**src/rtl/serial_adder.sv**
```systemverilog
// Bit-serial adder: one full-adder cell, LSB first, one bit per clock.
// Operands and carry-in are captured on an accepted start; the WIDTH-bit
// sum and final carry are registered at the completion edge and held
// until the next completion.
`timescale 1ns/1ps

module serial_adder #(
  parameter int unsigned WIDTH = 8
) (
  input  logic             clk,
  input  logic             rst_n,
  input  logic             start,
  input  logic [WIDTH-1:0] a,
  input  logic [WIDTH-1:0] b,
  input  logic             cin,
  output logic             busy,
  output logic             done,
  output logic [WIDTH-1:0] sum,
  output logic             cout
);

  localparam int unsigned CNT_W = (WIDTH > 1) ? $clog2(WIDTH) : 1;

  typedef enum logic [1:0] {
    S_IDLE  = 2'd0,
    S_SHIFT = 2'd1,
    S_DONE  = 2'd2
  } state_t;

  state_t           r_state;
  logic [WIDTH-1:0] r_a_sh;
  logic [WIDTH-1:0] r_b_sh;
  logic [WIDTH-1:0] r_res;
  logic             r_carry;
  logic [CNT_W-1:0] r_cnt;

  logic             w_s;
  logic             w_carry_next;
  logic             w_last;
  logic [WIDTH-1:0] w_res_next;

  // Single 1-bit full adder: returns {carry_out, sum_bit}
  function automatic logic [1:0] full_add(input logic x, input logic y, input logic ci);
    full_add = {(x & y) | (y & ci) | (x & ci), x ^ y ^ ci};
  endfunction

  // Current bit slice, next partial result and last-bit detect
  always_comb begin
    {w_carry_next, w_s} = full_add(r_a_sh[0], r_b_sh[0], r_carry);
    w_res_next          = {w_s, r_res[WIDTH-1:1]};
    w_last              = (r_cnt == CNT_W'(WIDTH - 1));
  end

  // Control FSM with datapath shift registers and registered outputs
  always_ff @(posedge clk or negedge rst_n) begin
    if (!rst_n) begin
      r_state <= S_IDLE;
      r_a_sh  <= '0;
      r_b_sh  <= '0;
      r_res   <= '0;
      r_carry <= 1'b0;
      r_cnt   <= '0;
      busy    <= 1'b0;
      done    <= 1'b0;
      sum     <= '0;
      cout    <= 1'b0;
    end else begin
      case (r_state)
        S_IDLE: begin
          done <= 1'b0;
          if (start) begin
            r_a_sh  <= a;
            r_b_sh  <= b;
            r_carry <= cin;
            r_res   <= '0;
            r_cnt   <= '0;
            busy    <= 1'b1;
            r_state <= S_SHIFT;
          end
        end
        S_SHIFT: begin
          r_a_sh  <= {1'b0, r_a_sh[WIDTH-1:1]};
          r_b_sh  <= {1'b0, r_b_sh[WIDTH-1:1]};
          r_carry <= w_carry_next;
          r_res   <= w_res_next;
          r_cnt   <= r_cnt + CNT_W'(1);
          if (w_last) begin
            sum     <= w_res_next;
            cout    <= w_carry_next;
            busy    <= 1'b0;
            done    <= 1'b1;
            r_state <= S_DONE;
          end
        end
        S_DONE: begin
          done    <= 1'b0;
          r_state <= S_IDLE;
        end
        default: begin
          busy    <= 1'b0;
          done    <= 1'b0;
          r_state <= S_IDLE;
        end
      endcase
    end
  end

endmodule

```
**config.mk**
```make
export PLATFORM = sky130hd
export DESIGN_NAME = serial_adder
export DESIGN_NICKNAME = d
export VERILOG_FILES = /design/src/rtl/serial_adder.sv
export SDC_FILE = /design/constraint.sdc
export NUM_CORES = 1
export LEC_CHECK = 0
export ABC_AREA = 1
export BUFFER_PORTS_ARGS = -buffer_cell sky130_fd_sc_hd__clkbuf_2
export CAP_MARGIN = 20
export CORE_ASPECT_RATIO = 0.7
export CORE_MARGIN = 2
export CORE_UTILIZATION = 50
export DETAILED_ROUTE_END_ITERATION = 10
export HOLD_SLACK_MARGIN = 0.1
export PLACE_DENSITY = 0.75
export SLEW_MARGIN = 15
export SYNTH_ARGS = -nofsm -noshare
export SYNTH_HDL_FRONTEND = slang
export SYNTH_SLANG_ARGS = --single-unit
```
**constraint.sdc**
```tcl
create_clock -name clk -period 1.2 [get_ports clk]
set_input_delay 0.24 -clock clk [delete_from_list [all_inputs] [get_ports clk]]
set_output_delay 0.24 -clock clk [all_outputs]
set_load 0.01 [all_outputs]
```
==> results by group <==
Finish
  – Final design area excluding fillers: 2434 sq um
  – Post-layout nets: 293
  – Area Growth Syn to Fin: 25.24%
  – Reg area: 1002 sq um
  – Number of antenna cells inserted: 0
  – Fraction of layout cells with a size suffix above 1: 0.3247
  – Total area of multi-input combinational cells: 769.5 sq um
  – Filler instances: slightly below 300

Setup path
  – Delay of the slowest cell on the worst path: 450 ps
  – Slowest stage cell, crit path: dfrtp_1
  – Cell class contributing the biggest share of worst-path delay: flip-flops
  – Arrival time of data at the critical path endpoint: 1410 ps
  – Worst setup SP type: flip-flop
  – Series of cell instances along the critical path: inv_2 -> nor2_4 -> nand2_8 -> buf_4 -> o21ai_2
  – Levels on crit path: 5
  – Crit Path Class: flip-flop to flip-flop
  – Data required time at the worst endpoint: roughly 1400 ps
  – Worst setup EP type: flip-flop
  – Combined buffer and inverter count along the critical path: 2
  – Cell count of the worst reg-to-reg path: 5
  – Top fanout value on the critical path: 9

Run
  – Max-capacitance violation count: 0

Placed design
  – Final weighted congestion in routability-driven placement: 0.7974
  – Number of input and output port buffers inserted: 30
  – DP HPWL: 2681 um
  – Area after detailed placement: 2237 sq um

Route
  – Sum of routed wire length over all layers: 3979 um
  – Drc violations: 0
  – Total via count in the routed design: 1596
  – Routed length per instance: 12.40 um
  – Drt pass-1 iters: 4
  – Number of violations reported at the end of detailed-routing iteration 0: about 130
  – Vias per inst: a little under 5
  – Antenna-violating nets left: 0

Logic synthesis
  – Number of instances in the synthesized netlist: 223
  – Share of synthesized area occupied by flip-flops and latches: 0.5151
  – Top cell type's share of synthesized area: 0.5151
  – Post-synthesis cell type with the largest combined area: dfrtp_1
  – Most used standard cell by instance count after synthesis: nand2_1
  – Count of unique library cells instantiated by Yosys: 21
  – Most common flop cell mapped by yosys: dfrtp_1
  – Post-Synthesis Cell Area: between 1500 and 2000 sq um
  – Number of warnings reported in the yosys synthesis log: 0
  – Top post-synthesis cells by area: dfrtp_1, nand3_1, nand2_1
  – Post-synthesis average cell area: 8.714 sq um
  – Synthesized Nets: about 250
  – FF+latch count, synth: 40
  – Async set-or-reset flop fraction in the synthesized netlist: 1.000
  – Number of enable-type register cells in the synthesized netlist: 0
  – Leading cell types by count after synthesis: nand2_1, nand3_1, dfrtp_1

Pwr
  – Leakage: 1.310 nW
  – IR drop worst, VDD: 1.432 mV
  – Power per standard cell area: around 2600 nW/um^2

Min path
  – Type of the most critical hold path: input pin to flip-flop
  – Hold path cells: 3

Timing
  – Count of pins over their slew limit: 0
  – Min cycle time layout: 1185 ps
  – Count of endpoints failing setup in the final report: 0
  – Maximum operating frequency: 843.9 MHz
  – Clock skew after layout: approximately 6.7 ps
  – Count of final hold-check violations: 0
  – Max-slew headroom at the worst pin: 0.7707
  – Setup repair after global routing missed its margin: true
  – Slew at the pin with the worst max-slew slack: 344.0 ps
  – Fin crit share: 0.9875
  – Hold Worst Slack: 152.4 ps

Clocking
  – Maximum buffer depth of the clock tree: 2
  – Total number of H-tree levels: 2
  – Number of buffers created by CTS: 5
  – Root buffer cell: clkbuf_8
  – Clk_lat worst skew: just under 300 ps
  – CTS tree: built
  – Clock Sink Count: 40
  – Worst-path clk slew: 80 ps

Global route
  – Maximum number of pins on one net before global-route repair: 30
  – Global-route wire length before repair: 6817 um
  – Number of antenna violations at the first check in global routing: 0
  – Via count of the first global-routing pass: 1520
  – GRT Residual Overflow: 0
  – Global-route usage over all layers: 0.2020

Floorplan
  – FP Rows: 18
  – Top-Level Pins: 31
  – Floorplan die width: 78.51 um
  – Die area: ~4400 sq um
  – Initial Utilization: 0.5359
  – Floorplan Core Area: 3626 sq um
  – Chip height: 56.16 um

Run status
  – Result of the run: finished, final reports clean
[where the power goes]
| group | internal (W) | leakage [nW] | total, W | switching, W |
|---|---|---|---|---|
| combinational | 0.00127 | 0.761 | 0.00295 | 0.00167 |
| clock | 0.000618 | 0.0552 | 0.00109 | 0.000477 |
| sequential | 0.00198 | 0.495 | 0.00235 | 0.000371 |
[flip-flops by register name (all words and copies together) (netlist names)]
signal and cells:
r_a_sh 8, sum 8, r_cnt 3, done 1, r_b_sh 8, busy 1
r_res 7, r_state 2, cout 1, r_carry 1
[through the flow]
step / TNS [ps] / worst slack (ps) / utilization / cells / power (W)
floorplan: 0 / 27.92 / - / 223 / 0.004283
global placement: -13.80 / -7.780 / 0.6170 / 309 / 0.005042
detailed placement: -121.9 / -42.45 / 0.6170 / 309 / 0.005121
CTS: -0.007772 / -0.007772 / 0.6549 / 318 / 0.006286
global route: -129.9 / -35.22 / 0.6712 / 321 / 0.006978
finish: 0 / 15.00 / 0.6712 / 321 / 0.006392
[layer usage]
metal	vias to the layer above	share of wire	track usage
li1	796	-	-
met1	747	0.51	0.2904
met2	47	0.43	0.2894
met3	6	0.047	0.06981
met4	0	0.0096	0.05764
met5	-	0	0
[worst reg2reg max path, cell delays in order, from the launching register on]
cell,delay (ps)
dfrtp_1,450
inv_2,80
nor2_4,220
nand2_8,120
buf_4,160
o21ai_2,100
[layout make-up]
type	instances	share of cell area
tap	50	0.02571
clock inverter	2	0.01440
inverter	36	0.05656
clock buffer	6	0.02982
timing repair buffer	51	0.1455
sequential	40	0.4118
multi-input combinational	136	0.3162
[logic make-up (layout without fill, tap and decap cells)]
group | count (synthesis) | after routing | share of synthesized area
compound gates | 18 | 18 | 0.07405
buf+inv | 48 | 95 | 0.1178
flops | 40 | 40 | 0.5151
fa+ha+maj | 3 | 3 | 0.02318
simple gates | 114 | 115 | 0.2698
[cell usage in the layout (no fill, tap or decap), drive strengths merged]
cell,n
clkbuf,36
nand3,45
dlygate4sd3,1
bufinv,1
buf,20
nor2,9
dfrtp,40
nand2,59
nand4,2
o22ai,1
o21ai,16
inv,36
fa,1
a21oi,1
ha,2
clkinv,1
[final timing paths]
kind	to	slack (ps)	from
worst max-delay path	sum[3]	20	r_state[0]
worst min-delay path	r_b_sh[7]	150	b[7]
min in group asynchronous	r_a_sh[1]	370	rst_n
worst min register to register	sum[5]	480	sum[5]
max in group asynchronous	r_state[1]	340	rst_n
worst max register to register	sum[3]	20	r_state[0]
[what timing repair did]
action	4_1_cts	5_1_grt
buffers inserted	0	2
hold endpoints to repair	11	0
cloned	0	1
setup endpoints to repair	6	23
hold buffers	1	0
pin swaps	1	3
gates resized for setup	5	11
No activity file was read; power rests on OpenSTA's default activity.
